==> config.mk <==
export PLATFORM = sky130hd
export DESIGN_NAME = interrupt_controller
export DESIGN_NICKNAME = d
export VERILOG_FILES = /design/src/rtl/interrupt_controller.sv
export SDC_FILE = /design/constraint.sdc
export NUM_CORES = 1
export LEC_CHECK = 0
export ABC_AREA = 1
export ABC_CLOCK_PERIOD_IN_PS = 4450
export BUFFER_PORTS_ARGS = -buffer_cell sky130_fd_sc_hd__buf_2
export CELL_PAD_IN_SITES_DETAIL_PLACEMENT = 0
export CELL_PAD_IN_SITES_GLOBAL_PLACEMENT = 1
export CORE_ASPECT_RATIO = 2
export CORE_MARGIN = 1
export CORE_UTILIZATION = 41
export CTS_BUF_LIST = sky130_fd_sc_hd__clkbuf_2
export DETAILED_ROUTE_END_ITERATION = 12
export PLACE_DENSITY_LB_ADDON = 0.1
export SYNTH_ARGS = -nofsm -noshare
export SYNTH_HDL_FRONTEND = slang
export SYNTH_SLANG_ARGS = --single-unit
==> constraint.sdc <==
create_clock -name clk -period 4.45 [get_ports clk]
set_input_delay 0.445 -clock clk [delete_from_list [all_inputs] [get_ports clk]]
set_output_delay 0.445 -clock clk [all_outputs]
set_load 0.02 [all_outputs]
==> src/rtl/interrupt_controller.sv <==
// Prioritised NUM_IRQ-channel interrupt controller with one edge-triggered NMI,
// per-channel edge/level mode and mask, and in-service based priority nesting.
module interrupt_controller #(
    parameter int          NUM_IRQ    = 8,
    parameter logic [15:0] IRQ_BASE   = 16'hFFE0,
    parameter logic [15:0] NMI_VECTOR = 16'hFFFA,
    parameter logic [15:0] RST_VECTOR = 16'hFFFC
) (
    input  logic               clk,
    input  logic               rst_n,
    input  logic               clk_en,
    input  logic [NUM_IRQ-1:0] irq,
    input  logic [NUM_IRQ-1:0] edge_mode,
    input  logic [NUM_IRQ-1:0] mask,
    input  logic               nmi,
    input  logic               iFlag,
    input  logic               ack,
    input  logic               eoi,
    output logic               int_req,
    output logic [15:0]        vector,
    output logic [3:0]         active_id,
    output logic [NUM_IRQ-1:0] pending,
    output logic               wak
);

    typedef enum logic [1:0] {IDLE, REQ, GRANT} state_t;

    localparam logic [3:0] NMI_ID = 4'hF;

    state_t             state_q, state_d;
    logic               int_req_q, int_req_d;
    logic [15:0]        vector_q, vector_d;
    logic [3:0]         active_id_q, active_id_d;
    logic [NUM_IRQ-1:0] pend_q, pend_d;
    logic [NUM_IRQ-1:0] isr_q, isr_d;
    logic [NUM_IRQ-1:0] irq_prev_q, irq_prev_d;
    logic               nmi_pend_q, nmi_pend_d;
    logic               nmi_isr_q, nmi_isr_d;
    logic               nmi_prev_q, nmi_prev_d;

    logic [NUM_IRQ-1:0] below_isr;
    logic [NUM_IRQ-1:0] irq_elig;
    logic [NUM_IRQ-1:0] ack_clr;
    logic [NUM_IRQ-1:0] isr_after_eoi;
    logic [3:0]         win_idx;
    logic               nmi_elig;
    logic               ack_fire;
    logic               ack_nmi;
    logic               nmi_isr_after_eoi;

    // NOTE: every always_comb output gets a default first so no path can infer a latch.
    always_comb begin
        // below_isr[i]: no channel of equal or higher priority is in service.
        below_isr[0] = ~isr_q[0];
        for (int i = 1; i < NUM_IRQ; i++) below_isr[i] = below_isr[i-1] & ~isr_q[i];

        irq_elig = pend_q & ~mask & {NUM_IRQ{~iFlag}} & below_isr & {NUM_IRQ{~nmi_isr_q}};
        nmi_elig = nmi_pend_q & ~nmi_isr_q;

        win_idx = 4'd0;
        for (int i = NUM_IRQ - 1; i >= 0; i--) begin
            if (irq_elig[i]) win_idx = 4'(i);
        end

        ack_fire = (state_q == REQ) && ack;
        ack_nmi  = ack_fire && (active_id_q == NMI_ID);
        for (int i = 0; i < NUM_IRQ; i++) ack_clr[i] = ack_fire && (active_id_q == 4'(i));

        // Edge channels: a fresh rising edge beats the ack clear. Level channels follow the pin.
        pend_d = (edge_mode & ((pend_q & ~ack_clr) | (irq & ~irq_prev_q)))
               | (~edge_mode & irq & ~ack_clr);
        nmi_pend_d = (nmi_pend_q & ~ack_nmi) | (nmi & ~nmi_prev_q);
        irq_prev_d = irq;
        nmi_prev_d = nmi;

        // EOI retires the NMI first, otherwise the lowest set isr bit; ack then sets its bit.
        isr_after_eoi     = isr_q;
        nmi_isr_after_eoi = nmi_isr_q;
        if (eoi) begin
            if (nmi_isr_q) nmi_isr_after_eoi = 1'b0;
            else           isr_after_eoi     = isr_q & (isr_q - NUM_IRQ'(1));
        end
        isr_d     = isr_after_eoi | ack_clr;
        nmi_isr_d = nmi_isr_after_eoi | ack_nmi;

        state_d     = state_q;
        int_req_d   = int_req_q;
        vector_d    = vector_q;
        active_id_d = active_id_q;
        case (state_q)
            IDLE: begin
                if (nmi_elig) begin
                    state_d     = REQ;
                    int_req_d   = 1'b1;
                    active_id_d = NMI_ID;
                    vector_d    = NMI_VECTOR;
                end else if (|irq_elig) begin
                    state_d     = REQ;
                    int_req_d   = 1'b1;
                    active_id_d = win_idx;
                    vector_d    = IRQ_BASE + {11'd0, win_idx, 1'b0};
                end
            end
            REQ: begin
                if (ack) begin
                    state_d   = GRANT;
                    int_req_d = 1'b0;
                end else if (nmi_elig && active_id_q != NMI_ID) begin
                    active_id_d = NMI_ID;
                    vector_d    = NMI_VECTOR;
                end
            end
            GRANT: begin
                state_d  = IDLE;
                vector_d = RST_VECTOR;
            end
            default: begin
                state_d   = IDLE;
                int_req_d = 1'b0;
                vector_d  = RST_VECTOR;
            end
        endcase
    end

    // NOTE: sequential state uses non-blocking assignments so every flop samples pre-edge values.
    always_ff @(posedge clk or negedge rst_n) begin
        if (!rst_n) begin
            state_q     <= IDLE;
            int_req_q   <= 1'b0;
            vector_q    <= RST_VECTOR;
            active_id_q <= 4'd0;
            pend_q      <= '0;
            isr_q       <= '0;
            irq_prev_q  <= '0;
            nmi_pend_q  <= 1'b0;
            nmi_isr_q   <= 1'b0;
            nmi_prev_q  <= 1'b0;
        end else if (clk_en) begin
            state_q     <= state_d;
            int_req_q   <= int_req_d;
            vector_q    <= vector_d;
            active_id_q <= active_id_d;
            pend_q      <= pend_d;
            isr_q       <= isr_d;
            irq_prev_q  <= irq_prev_d;
            nmi_pend_q  <= nmi_pend_d;
            nmi_isr_q   <= nmi_isr_d;
            nmi_prev_q  <= nmi_prev_d;
        end
    end

    assign int_req   = int_req_q;
    assign vector    = vector_q;
    assign active_id = active_id_q;
    assign pending   = pend_q;
    // Wake is combinational so a stopped clock can still be restarted.
    assign wak       = int_req_q | nmi | (|(irq & ~mask & {NUM_IRQ{~iFlag}}));

endmodule

==> run_results.csv <==
group,metric,value,unit
clocking,cts_hold_buf,0,
clocking,clk_pin_slew_worst_paths,0.21,ns
setup_path,r2r-start,"isr_q[2]",
placed_design,place_hpwl,4710,um
clocking,cts_tree,"yes",
global_route,first_global_vias,2065,
routing,drt_iter0_markers,45,
timing,finalCriticalPeriod,1.84,ns
clocking,cts_buffer_depth,2,
floorplanning,start_util,0.428,
global_route,grt.overflow.total,0,
final_layout,nets,387,
logic_synthesis,syn_inst,307,
floorplanning,dieArea,5680,um^2
timing,max_slew_margin,0.400,
logic_synthesis,synth-seq-cells,38,
setup_path,r2r_slack,2.69,ns
logic_synthesis,synth_top_area_frac,0.398,
placed_design,placedInstanceArea,2450,um^2
logic_synthesis,yosys.cell_count.top_type,"nand2_1",
final_layout,postLayoutCellArea,2490,um^2
placed_design,gp_congestion,0.892,
clocking,cts_buffers,5,
clocking,cts_max_level,2,
setup_path,reg2reg_to,"vector[1]",
logic_synthesis,netlist_area,2200,um^2
floorplanning,die_height,106,um
final_layout,drive_gt1_frac,0.204,
global_route,grt_use_total,0.236,
logic_synthesis,netlist_top_cells_count,"nand2_1 (88), inv_1 (36), dfrtp_1 (35), nor2_1 (35), o21ai_0 (32)",
global_route,antenna_found_initial,0,
timing,drv_slew,0,
routing,post_drt_wl_per_cell,14.3,um
final_layout,area_growth,13.0,%
placed_design,place_ws,2.16,ns
power_and_ir_drop,leakage,1.36,nW
clocking,post_cts_buffers,0,
routing,num_vias,2101,
timing,layout_setup_ws,2.61,ns
floorplanning,fp.coreArea,5140,um^2
setup_path,cp_max_fo,34,
clocking,ctsRootBufferMaster,"clkbuf_2",
final_layout,antennaDiodeCount,0,
placed_design,dp_cells,407,
timing,post-route-period-util,0.414,
logic_synthesis,post_synth.cell_area_avg,7.17,um^2
clocking,clkSinkCount,38,
timing,timing.fmax,543,MHz
routing,routed_wl,5930,um
setup_path,arrival,2.16,ns
setup_path,critical_path_required,4.77,ns
timing,final-hold-violation-count,0,
global_route,grt_max_degree,39,
routing,drc_errors,0,
logic_synthesis,synth-seq-area-share,0.434,
logic_synthesis,synth_edf_count,0,
logic_synthesis,ys_top_cells_by_area,"dfrtp_1 (40%), nand2_1 (15%), o21ai_0 (7.3%)",
power_and_ir_drop,finalPower,1.17,mW
setup_path,startpoint,"clk_en",
logic_synthesis,async_flop_share,1.00,
routing,viasPerCell,5.06,
setup_path,ff2ff_path_depth,11,
job,drv_cap,0,
power_and_ir_drop,peakVddDrop,0.288,mV
timing,tightest_slew,0.895,ns
floorplanning,rows,37,
logic_synthesis,yosysTopAreaCell,"dfrtp_1",
routing,ant_nets,0,
timing,grt_setup_unrepaired,"no",
logic_synthesis,ys.flop_type,"dfrtp_1",
floorplanning,fp.dieW,53.8,um
setup_path,critPathCaptureType,"register",
timing,skew,0.0176,ns
setup_path,worst-setup-path-type,"in -> reg",
global_route,grt_pass1_wl,9540,um
power_and_ir_drop,power_density,469,nW/um^2
clocking,insertion_delay,0.40,ns
placed_design,io_buffers,48,
timing,setup_tns,0,ns
clocking,cts_resized,0,
routing,drtPass1Iterations,4,
run_status,outcome,"finished, final reports clean",
floorplanning,io_pins,61,
logic_synthesis,yosysWarnings,0,
logic_synthesis,synth_cell_type_count,30,
timing,finalSetupViolCount,0,
timing,fin_hold_ws,0.105,ns
final_layout,post-route-util,0.484,
final_layout,finalNonFillerCells,415,
setup_path,critPathLaunchType,"input port",
hold_path,hp-class,"in -> async",
## metal layers
metal  vias to the layer above  track usage  routed length, um
met2                        56        0.432               3360
li1                       1053            -                  -
met1                       979        0.242               2180
met4                         0        0.109                191
met3                        13       0.0361                204
met5                         -            0                  0
## worst max-delay path, stage by stage
cell and delay [ns]:
buf_2 0.29, clkinv_1 0.80, nor2_1 0.41, nand2_1 0.09
nand2_1 0.07, nand2_1 0.04
## area by class of cell
| type | instances | area, um^2 |
|---|---|---|
| clock buffer | 5 | 25.0 |
| clock inverter | 3 | 16.3 |
| fill | 579 | 2650 |
| inverter | 40 | 150 |
| multi-input combinational | 223 | 1030 |
| sequential | 38 | 955 |
| tap | 58 | 72.6 |
| timing repair buffer | 48 | 240 |
## worst max-delay path by stage
stage | end | cells past startpoint | slack, ns
floorplan | active_id[0] | 12 | 2.98
global placement | int_req | 6 | 2.19
detailed placement | int_req | 6 | 2.16
CTS | int_req | 6 | 2.61
global route | state_q[0] | 5 | 2.33
finish | int_req | 6 | 2.61
## flip-flops by register name (all words and copies together), names as in the netlist
signal      flops
irq_prev_q      8
isr_q           8
pending         8
active_id       4
vector          4
state_q         2
int_req         1
nmi_isr_q       1
nmi_pend_q      1
nmi_prev_q      1
## layout by cell type, fill, tap and decap left out, drive strengths merged
cell type  synthesis  routed
nand4              5       5
clkinvlp           0       1
clkbuf             4       5
o2111ai            2       2
dfstp              3       3
nor3               5       5
dfrtp             35      35
nor2              41      41
nor4               2       2
conb               2      12
a21boi             2       2
nand2             92      92
o22ai              3       3
nand3              9       9
buf               12      48
a21oi             11      11
o211ai             1       1
inv               38      38
clkinv             2       4
a21o               1       1
o21ai             37      37
## kinds of logic after synthesis
kind of cell | count (synthesis) | synth area share
other | 2 | 0.00341
and+or+nand+nor | 154 | 0.308
buffers and inverters | 56 | 0.116
DFF | 38 | 0.434
AOI/OAI and AO/OA | 57 | 0.139
## report_power, final
part           leakage (nW)  internal [mW]  switching, mW
Sequential            0.457          0.434         0.0722
Clock                0.0264         0.0358          0.120
Combinational         0.878          0.162          0.343
(Power assumes the default switching activity.)
